## src/rtl/button_conditioner_pkg.sv

```systemverilog
// Shared definitions for the button conditioner: repeat-FSM state encoding
// and the counter-width helper used by every channel.
package button_conditioner_pkg;

   typedef enum logic [1:0] {
      ST_IDLE   = 2'd0,
      ST_DELAY  = 2'd1,
      ST_REPEAT = 2'd2
   } rep_state_t;

   // One width covers the debounce and repeat counters so a channel can be
   // sized from whichever interval is longest.
   function automatic int cnt_width(input int debounce_cycles,
                                    input int repeat_delay,
                                    input int repeat_rate);
      int m;
      m = debounce_cycles;
      if (repeat_delay > m) m = repeat_delay;
      if (repeat_rate > m) m = repeat_rate;
      return $clog2(m + 1);
   endfunction

endpackage

```

## src/rtl/button_channel.sv

```systemverilog
// One button channel: synchroniser, debouncer, edge detector and auto-repeat
// FSM. All outputs are registered.
module button_channel
   import button_conditioner_pkg::*;
#(
   parameter int SYNC_STAGES     = 2,
   parameter int DEBOUNCE_CYCLES = 500000,
   parameter int REPEAT_DELAY    = 50000000,
   parameter int REPEAT_RATE     = 10000000,
   parameter bit ACTIVE_LOW      = 1'b0
) (
   input  logic clk,
   input  logic rst,
   input  logic btn_in,
   input  logic repeat_en,
   output logic level,
   output logic press,
   output logic released,
   output logic step
);

   localparam int CNT_W = cnt_width(DEBOUNCE_CYCLES, REPEAT_DELAY, REPEAT_RATE);
   localparam logic [CNT_W-1:0] DB_LAST = CNT_W'(DEBOUNCE_CYCLES - 1);
   localparam logic [CNT_W-1:0] RD_LAST = CNT_W'(REPEAT_DELAY - 1);
   localparam logic [CNT_W-1:0] RR_LAST = CNT_W'(REPEAT_RATE - 1);

   logic [SYNC_STAGES-1:0] sync_q;
   logic [CNT_W-1:0]       db_cnt;
   logic [CNT_W-1:0]       rp_cnt;
   rep_state_t             state;
   logic                   synced;
   logic                   db_done;
   logic                   rise;
   logic                   fall;
   logic                   rep_due;

   assign synced  = sync_q[SYNC_STAGES-1];
   assign db_done = (synced != level) && (db_cnt == DB_LAST);
   assign rise    = db_done & synced;
   assign fall    = db_done & ~synced;

   // A release or disable in the same cycle as a terminal count suppresses the repeat.
   always_comb begin
      rep_due = 1'b0;
      if (repeat_en && !fall) begin
         if (state == ST_DELAY && rp_cnt == RD_LAST)
            rep_due = 1'b1;
         else if (state == ST_REPEAT && rp_cnt == RR_LAST)
            rep_due = 1'b1;
      end
   end

   // NOTE: state uses non-blocking assignments so every flop samples the
   // pre-edge values of its neighbours, matching the hardware it describes.
   always_ff @(posedge clk or posedge rst) begin
      if (rst) begin
         sync_q <= '0;
      end else begin
         sync_q <= {sync_q[SYNC_STAGES-2:0], btn_in ^ ACTIVE_LOW};
      end
   end

   always_ff @(posedge clk or posedge rst) begin
      if (rst) begin
         db_cnt   <= '0;
         level    <= 1'b0;
         press    <= 1'b0;
         released <= 1'b0;
      end else begin
         press    <= rise;
         released <= fall;
         if (synced == level) begin
            db_cnt <= '0;
         end else if (db_done) begin
            level  <= synced;
            db_cnt <= '0;
         end else begin
            db_cnt <= db_cnt + 1'b1;
         end
      end
   end

   // The FSM leaves IDLE on the same edge that raises press, so the first
   // repeat lands exactly REPEAT_DELAY cycles after the press cycle.
   always_ff @(posedge clk or posedge rst) begin
      if (rst) begin
         state  <= ST_IDLE;
         rp_cnt <= '0;
         step   <= 1'b0;
      end else begin
         step <= rise | rep_due;
         if (fall || !repeat_en) begin
            state  <= ST_IDLE;
            rp_cnt <= '0;
         end else begin
            case (state)
               ST_IDLE: begin
                  rp_cnt <= '0;
                  if (rise) state <= ST_DELAY;
               end
               ST_DELAY: begin
                  if (rp_cnt == RD_LAST) begin
                     state  <= ST_REPEAT;
                     rp_cnt <= '0;
                  end else begin
                     rp_cnt <= rp_cnt + 1'b1;
                  end
               end
               ST_REPEAT: begin
                  if (rp_cnt == RR_LAST) rp_cnt <= '0;
                  else                   rp_cnt <= rp_cnt + 1'b1;
               end
               default: begin
                  state  <= ST_IDLE;
                  rp_cnt <= '0;
               end
            endcase
         end
      end
   end

endmodule

```

## src/rtl/button_conditioner.sv

```systemverilog
// Multi-channel push-button front end: one independent button_channel per
// pad. The release pulse output is named "released" (release is a keyword).
module button_conditioner #(
   parameter int CHANNELS        = 4,
   parameter int SYNC_STAGES     = 2,
   parameter int DEBOUNCE_CYCLES = 500000,
   parameter int REPEAT_DELAY    = 50000000,
   parameter int REPEAT_RATE     = 10000000,
   parameter bit ACTIVE_LOW      = 1'b0
) (
   input  logic                clk,
   input  logic                rst,
   input  logic [CHANNELS-1:0] btn_in,
   input  logic [CHANNELS-1:0] repeat_en,
   output logic [CHANNELS-1:0] level,
   output logic [CHANNELS-1:0] press,
   output logic [CHANNELS-1:0] released,
   output logic [CHANNELS-1:0] step
);

   for (genvar i = 0; i < CHANNELS; i++) begin : g_ch
      button_channel #(
         .SYNC_STAGES    (SYNC_STAGES),
         .DEBOUNCE_CYCLES(DEBOUNCE_CYCLES),
         .REPEAT_DELAY   (REPEAT_DELAY),
         .REPEAT_RATE    (REPEAT_RATE),
         .ACTIVE_LOW     (ACTIVE_LOW)
      ) u_ch (
         .clk      (clk),
         .rst      (rst),
         .btn_in   (btn_in[i]),
         .repeat_en(repeat_en[i]),
         .level    (level[i]),
         .press    (press[i]),
         .released (released[i]),
         .step     (step[i])
      );
   end

endmodule

```

## config.mk

```make
export PLATFORM = sky130hd
export DESIGN_NAME = button_conditioner
export DESIGN_NICKNAME = d
export VERILOG_FILES = /design/src/rtl/button_conditioner_pkg.sv /design/src/rtl/button_channel.sv /design/src/rtl/button_conditioner.sv
export SDC_FILE = /design/constraint.sdc
export NUM_CORES = 1
export LEC_CHECK = 0
export ABC_CLOCK_PERIOD_IN_PS = 19100
export CAP_MARGIN = 30
export CELL_PAD_IN_SITES_DETAIL_PLACEMENT = 0
export CELL_PAD_IN_SITES_GLOBAL_PLACEMENT = 1
export CORE_AREA = 4 4 157 159
export CTS_BUF_LIST = sky130_fd_sc_hd__clkbuf_8 sky130_fd_sc_hd__clkbuf_16
export DETAILED_ROUTE_END_ITERATION = 10
export DIE_AREA = 0 0 161 163
export PLACE_DENSITY_LB_ADDON = 0.1
export SLEW_MARGIN = 20
export SYNTH_ARGS = -nofsm -noshare
export SYNTH_HDL_FRONTEND = slang
export SYNTH_SLANG_ARGS = --single-unit
```

## constraint.sdc

```tcl
create_clock -name clk -period 19.1 [get_ports clk]
set_input_delay 3.82 -clock clk [delete_from_list [all_inputs] [get_ports clk]]
set_output_delay 3.82 -clock clk [all_outputs]
set_load 0.01 [all_outputs]
```

# [Word level (Yosys, flattened, before mapping)]
# Index checks and enable logic that the tools add are counted.
# Widths: inputs -> output; s select.
[totals] register_bits=240 input_bits=10 out_inout_bits=16 wordCells=192
[classes] addsub=8 n_eq_ne=40 muxes=52 n_bitwise=20 reduce_logical=40
[ops] operator="$mux 26" n=20
[ops] operator="$add 26x1->26 const B" n=8
[ops] operator="$pmux 26 s2" n=4
[ops] operator="$eq 26x19->1 const B" n=4
[ops] operator="$eq 26x24->1 const B" n=4
[ops] operator="$eq 26x26->1 const B" n=4
[ops] operator="$mux 2" n=12
[ops] operator="$pmux 2 s3" n=4
[ops] operator="$logic_and 1x1->1" n=16
[ops] operator="$mux 1" n=12
[ops] operator="$ne 3x1->1 const B" n=4
[ops] operator="$ne 3x3->1 const B" n=4
[ops] operator="$reduce_and 3->1" n=4
[ops] operator="$and 1x1->1" n=8
[ops] operator="$eq 2x1->1 const B" n=4
[ops] operator="$eq 2x2->1 const B" n=4
[ops] operator="$logic_not 1->1" n=8
[ops] operator="$logic_not 2->1" n=4
[ops] operator="$ne 2x2->1 const B" n=4
[ops] operator="$not 1->1" n=8
[ops] operator="$reduce_and 2->1" n=4
[ops] operator="$eq 1x1->1" n=4
[ops] operator="$logic_or 1x1->1" n=4
[ops] operator="$ne 1x1->1" n=4
[ops] operator="$or 1x1->1" n=4

# [Depth between registers and ports, before layout]
# Gate-level depths: netlist of the first run.
[logic_depth] ltp_word=7 mapped_depth=9 ltp_nobuf=6

# [Cells and area by module]
# A second synthesis of the first run with hierarchy kept.
[unflattened] hier_cells=1292 hier_area_um2=12732.2
[by_module_without_submodules] module="button_channel" instances=4 cells_each=323 area_each_um2=3183.1 seq_area_each_um2=1501.4

# [Worst setup path before layout of the first run]
# OpenSTA, ideal clock, no wires.
[synth_path] path_type="input to register" start="in repeat_en[0]" end="reg g_ch[0].u_ch.rp_cnt[13]" setup_ns=0.073 t_arrival_ns=4.704 t_required_ns=19.027 setup_slack_ns=14.323 cell_stages=5 path_buffers=1 path_cell_list="inv_1 -> a31oi_1 -> o211ai_2 -> buf_4 -> nor2_1"
[synth_between] elab_chain_len=3
[synth_rtl] element="start: declaration" line_no="button_conditioner.sv:14" rtl="input logic [CHANNELS-1:0] repeat_en,"
[synth_rtl] element="$logic_not 1->1" line_no="button_channel.sv:92" rtl="if (fall || !repeat_en) begin"
[synth_rtl] element="$logic_or 1x1->1" line_no="button_channel.sv:92"
[synth_rtl] element="$mux 26" line_no="button_channel.sv:92"
[synth_rtl] element="end signal: assignment" line_no="button_channel.sv:106" rtl="rp_cnt <= rp_cnt + 1'b1;"
[synth_rtl] element="end signal: assignment" line_no="button_channel.sv:111" rtl="else rp_cnt <= rp_cnt + 1'b1;"
[synth_rtl] element="end: declaration" line_no="button_channel.sv:29" rtl="logic [CNT_W-1:0] rp_cnt;"
# Every way passes these cells.
# A chain may end at the register's enable or synchronous reset.

# [Worst setup path in the final report of the first run]
[layout_path] start="reg g_ch[2].u_ch.level" end="out level[2]"
[layout_lines] element="start: declaration" line_no="button_channel.sv:16" rtl="output logic level,"
[layout_lines] element="start signal: assignment" line_no="button_channel.sv:75" rtl="level <= synced;"
[layout_lines] element="end: declaration" line_no="button_conditioner.sv:15" rtl="output logic [CHANNELS-1:0] level,"
# No word-level cell between the ends.

==> flow_metrics.tcl, run 1 <==
set metrics [dict create \
    vias 8547 \
    skew_ns 0.01094 \
    cts_num_sinks 240 \
    drive_above_1_share_pct 6.042 \
    critPathLaunchType "register" \
    fin_crit_sh_pct 28.15 \
    setup_viol 0 \
    grt_overflow 0 \
    r2r_slack_ns 16.06 \
    cts_buffers 27 \
    netlist_area_mm2 0.01209 \
    fin_nets 1308 \
    place_area_mm2 0.01259 \
    die_x_um 161 \
    power_leakage_nw 5.447 \
    grt_max_degree 132 \
    vias_per_cell 5.309 \
    hold_violations 0 \
    syn_to_final_growth_pct 12.28 \
    postSynthCellCount 1248 \
    relSlewSlack_pct 42.98 \
    first_pass_iters 4 \
    core_area_mm2 0.02326 \
    async_flop_share_pct 100.0 \
    tns_ns 0 \
    final_area_mm2 0.01358 \
    synth_seq_cells 240 \
    cp_top_family "buffers and inverters" \
    cap_violations 0 \
    cts_root_buffer "clkbuf_16" \
    grt_pass1_vias 8565 \
    ctsLongestPathBuffers 3 \
    grt_usage_pct 18.22 \
    antenna_found_initial 0 \
    powerDensity_mw_per_mm2 80.13 \
    r2r-end "g_ch[3].u_ch.rp_cnt[6]" \
    place.gp.congestion 0.7743 \
    diodes 0 \
    tightest_slew_ns 0.8475 \
    slew_violations 0 \
    worst-path-buf-inv 1 \
    slowest_delay_ns 0.58 \
    hp-class "reg2reg" \
    cp-startpoint "g_ch[2].u_ch.level" \
    start_util_pct 51.98 \
    fp-row-count 56 \
    status "complete, no violations" \
    yosys_most_used_dff "dfrtp_1" \
    slowest_stage "clkdlybuf4s50_1" \
    clk-insertion-delay-late_ns 0.52 \
    path_max_fanout 4 \
    dieArea_mm2 0.02624 \
    wl_per_cell_um 14.20 \
    min_to "g_ch[3].u_ch.sync_q[1]" \
    tritoncts "done" \
    chipHeight_um 163 \
    drc 0 \
    cts_hold_buf 0 \
    io_buffers 25 \
    synth-warning-count 0 \
    max-vdd-ir-drop_mv 0.06709 \
    worst_setup_path_end_kind "output pin" \
    drt_iter0_drc 515 \
    crit_arrival_ns 1.56 \
    fin_util_pct 58.37 \
    min_from "g_ch[3].u_ch.sync_q[0]" \
    clk_pin_slew_ns 0.06 \
    fmax_mhz 186.0 \
    r2r-start "g_ch[3].u_ch.rp_cnt[11]" \
    cts-resized-gates 0 \
    ios 26 \
    syn_area_per_cell_um2 9.690 \
    wirelength_mm 22.86 \
    synth_edf_count 0 \
    dpl.hpwl_mm 15.34 \
    cp_cell_sequence "clkdlybuf4s50_1" \
    rsz0062_at_grt "false" \
    post_cts_buffers 0 \
    whs_path_depth 0 \
    cp.required_ns 15.28 \
    synth_cell_types 57 \
    drt.antenna.violating_nets 0 \
    fin_crit_ns 5.376 \
    h-tree-depth 1 \
    rr_worst_depth 6 \
    grt_pass1_wl_mm 40.91 \
    hold_ws_ns 0.3447 \
    path_class "reg2out" \
    ys_seq_area_share_pct 49.66 \
    syn-num-nets 1282 \
]
==> metal layers <==
layer  GRT usage (%)  wire length (um)
met5               0                 0
met4           3.916               438
met1           25.66             11200
met3           2.480               559
met2           30.51             10670
==> cells by family after synthesis <==
logic type / after synthesis / synth area share (%)
flip-flops: 240 / 49.66
multiplexers: 7 / 0.6001
AO/OA/AOI/OAI: 46 / 3.042
buffers and inverters: 83 / 3.394
AND/OR/NAND/NOR: 660 / 27.20
adder cells (fa/ha/maj): 24 / 2.483
XOR/XNOR: 188 / 13.62
==> synthesized netlist by cell type, types with 10 or more instances <==
master	instances	share of area [%]
nor4_1	38	2.0
xor2_1	83	6.0
xnor2_1	105	7.6
nand3_1	76	3.1
dfrtp_1	240	50
and4_1	22	1.6
buf_4	20	1.2
inv_1	45	1.4
nor2_1	249	7.7
and3_1	25	1.3
ha_1	24	2.5
nor3_1	41	1.7
nand2_1	89	2.8
or4_1	10	0.62
nand4_1	52	2.7
==> sequential cells by signal, summed over array words and instances (netlist names) <==
name,flops
g_ch.u_ch.step,4
g_ch.u_ch.db_cnt,104
g_ch.u_ch.press,4
g_ch.u_ch.released,4
g_ch.u_ch.level,4
g_ch.u_ch.state,8
g_ch.u_ch.sync_q,8
g_ch.u_ch.rp_cnt,104
==> stage by stage <==
step / cells / total power, W / setup slack (ns)
5_1_grt: 1610 / 0.001130 / 13.61
3_3_place_gp: 1559 / 0.0005459 / 13.25
3_5_place_dp: 1562 / 0.0005460 / 13.24
2_1_floorplan: 1248 / 0.0005381 / 8.692
4_1_cts: 1608 / 0.001105 / 13.66
6_report: 1610 / 0.001088 / 13.72
==> cells in the final DEF (no fill, tap or decap), drive strengths merged, types with 4 or more instances in the layout <==
master,n
buf,9
o31ai,4
a21oi,6
o211ai,4
and4,22
dfrtp,240
clkbuf,33
nand3,76
and2,8
nor2,249
nor3,41
nor4,38
ha,24
xor2,83
or3,9
nand4,52
or4b,7
or2,7
clkdlybuf4s50,25
nor2b,6
inv,50
or4,11
xnor2,105
nand2b,4
a21boi,4
o21ai,7
bufinv,6
a31oi,4
and3,25
nand2,89
mux2i,5
==> power breakdown <==
group	leakage, nW	total, W	internal, W	switching, W
combinational	1.63	0.0000220	0.00000551	0.0000165
clock	0.492	0.000552	0.000355	0.000197
sequential	3.33	0.000514	0.000512	0.00000281
==> worst max path at each step <==
stage                     cells after the start                endpoint  slack [ns]
final                                         1                level[2]       13.72
after global routing                          4  g_ch[3].u_ch.db_cnt[6]       13.61
after CTS                                     1                level[2]       13.66
after detailed placement                      3  g_ch[3].u_ch.db_cnt[4]       13.24
after global placement                        3  g_ch[2].u_ch.sync_q[0]       13.25
after floorplan                               1  g_ch[0].u_ch.db_cnt[0]        8.69
==> cell type report <==
class                      count  area, um^2
fill                        2097        9684
sequential                   240        6006
multi-input combinational    925        5677
clock buffer                  32       744.5
tap                          319       399.1
timing repair buffer          35       361.6
clock inverter                14       214.0
inverter                      45       176.4
(Power assumes the default switching activity.)
==> run 2, diff against run 1 <==
- ABC_CLOCK_PERIOD_IN_PS: 19100 -> 4400
- CORE_AREA: 4 4 157 159 -> 4 4 169 171
- DIE_AREA: 0 0 161 163 -> 0 0 173 175
- clock period: 19.1 -> 4.4 ns (I/O delays scaled with it)
==> flow_metrics.tcl, run 2 (synthesis results as in run 1) <==
set metrics [dict create \
    status "complete, no violations" \
    ctsLongestPathBuffers 3 \
    place.gp.congestion 0.7469 \
    combPwrFrac_pct 2.0 \
    final_common_cell "nor2_1" \
    setup_viol 0 \
    tns_ns 0 \
    fp-row-count 60 \
    cts_buffers 28 \
    die_x_um 173 \
    clk_pin_slew_ns 0.06 \
    syn_to_final_growth_pct 12.74 \
    pwr-share-clk_pct 51.3 \
    io_buffers 25 \
    fin_util_pct 50.73 \
    first_pass_iters 4 \
    wirelength_mm 23.92 \
    grt_overflow 0 \
    switching_share_pct 20.92 \
    powerDensity_mw_per_mm2 351.1 \
    tightest_slew_ns 0.8963 \
    dpl.hpwl_mm 15.81 \
    skew_ns 0.01614 \
    grt_usage_pct 15.89 \
    max-vdd-ir-drop_mv 0.4547 \
    rsz0062_at_grt "false" \
    dieArea_mm2 0.03028 \
    drc 0 \
    r2r_slack_ns 1.55 \
    hp-class "reg2reg" \
    cts_num_sinks 240 \
    seqPwrFrac_pct 46.6 \
    drive_above_1_share_pct 6.404 \
    cts_hold_buf 0 \
    relSlewSlack_pct 40.10 \
    setup_slack_ns 1.555 \
    grt_pass1_vias 8504 \
    vias 8591 \
    cap_violations 0 \
    fin_crit_sh_pct 64.67 \
    path_max_fanout 26 \
    fin_nets 1308 \
    reg.largest.list "g_ch.u_ch.db_cnt x104, g_ch.u_ch.rp_cnt x104" \
    cts-resized-gates 0 \
    netSwitchingPower_w 0.001001 \
    drt.antenna.violating_nets 0 \
    drt_iter0_drc 365 \
    ios 26 \
    diodes 0 \
    critPathLaunchType "register" \
    worst_setup_path_end_kind "register" \
    mostFrequentLayoutCells "nor2_1, dfrtp_1, xnor2_1, nand2_1, xor2_1" \
    wl_per_cell_um 14.61 \
    path_class "reg2reg" \
    grt_max_degree 149 \
    core_area_mm2 0.02688 \
    clk-insertion-delay-late_ns 0.54 \
    start_util_pct 45.00 \
    hold_violations 0 \
    power_leakage_nw 5.449 \
    hold_ws_ns 0.3471 \
    chipHeight_um 175 \
    grt_pass1_wl_mm 41.62 \
    fmax_mhz 351.4 \
    pre_cts_ws_ns 1.534 \
    tritoncts "done" \
    cts_root_buffer "clkbuf_16" \
    crit_arrival_ns 3.23 \
    slew_violations 0 \
    vias_per_cell 5.248 \
    cp.required_ns 4.78 \
    post_cts_buffers 0 \
    p_int_w 0.003785 \
    fin_crit_ns 2.846 \
    antenna_found_initial 1 \
    h-tree-depth 1 \
]
==> run 2: worst paths after layout <==
kind / start / to / depth (start not counted)
max in group asynchronous: rst / g_ch[3].u_ch.rp_cnt[16] / 3
max reg2reg: g_ch[0].u_ch.db_cnt[21] / g_ch[0].u_ch.db_cnt[3] / 5
min in group asynchronous: rst / g_ch[1].u_ch.state[0] / 3
min: g_ch[1].u_ch.sync_q[0] / g_ch[1].u_ch.sync_q[1] / 0
max: g_ch[0].u_ch.db_cnt[21] / g_ch[0].u_ch.db_cnt[3] / 5
min reg2reg: g_ch[1].u_ch.sync_q[0] / g_ch[1].u_ch.sync_q[1] / 0
==> run 2: worst max-delay path, cell delays in order (launching register included) <==
cell and delay [ns]:
dfrtp_1 0.41, or4b_2 0.70, nor4b_1 0.54, and2_1 0.25, a21o_1 0.67, nor2_1 0.12
==> run 2: per-layer routing <==
metal  routed length [um]  vias up  global-route usage, %
met2                10890       87                  26.04
met1                11720     4141                  22.36
met5                    0        -                      0
met4                  556        0                  3.758
li1                     -     4322                      -
met3                  748       41                  2.510
==> run 2: metrics by stage <==
| stage | total power, W | cell area (um^2) | instances |
|---|---|---|---|
| floorplan | 0.002336 | 12100 | 1248 |
| global placement | 0.002375 | 12610 | 1583 |
| detailed placement | 0.002375 | 12630 | 1585 |
| CTS | 0.004872 | 13630 | 1637 |
| global route | 0.004981 | 13630 | 1637 |
| finish | 0.004786 | 13630 | 1637 |
==> run 2: power by group through the flow <==
stage               combinational [W]  sequential, W  clock (W)
floorplan                   0.0000663        0.00227          0
global placement             0.000103        0.00227          0
CTS                          0.000103        0.00223    0.00254
detailed placement           0.000103        0.00227          0
global route                 0.000115        0.00223    0.00263
finish                      0.0000972        0.00223    0.00246
==> run 2: cell type report <==
| type | instances | area, um^2 |
|---|---|---|
| clock inverters | 16 | 178.9 |
| repair buffers | 34 | 350.3 |
| clock buffers | 36 | 822.0 |
| multi-input cells | 925 | 5677 |
| inverters | 45 | 172.7 |
| flip-flops and latches | 240 | 6006 |
| fillers | 2511 | 13240 |
| well taps | 341 | 426.7 |
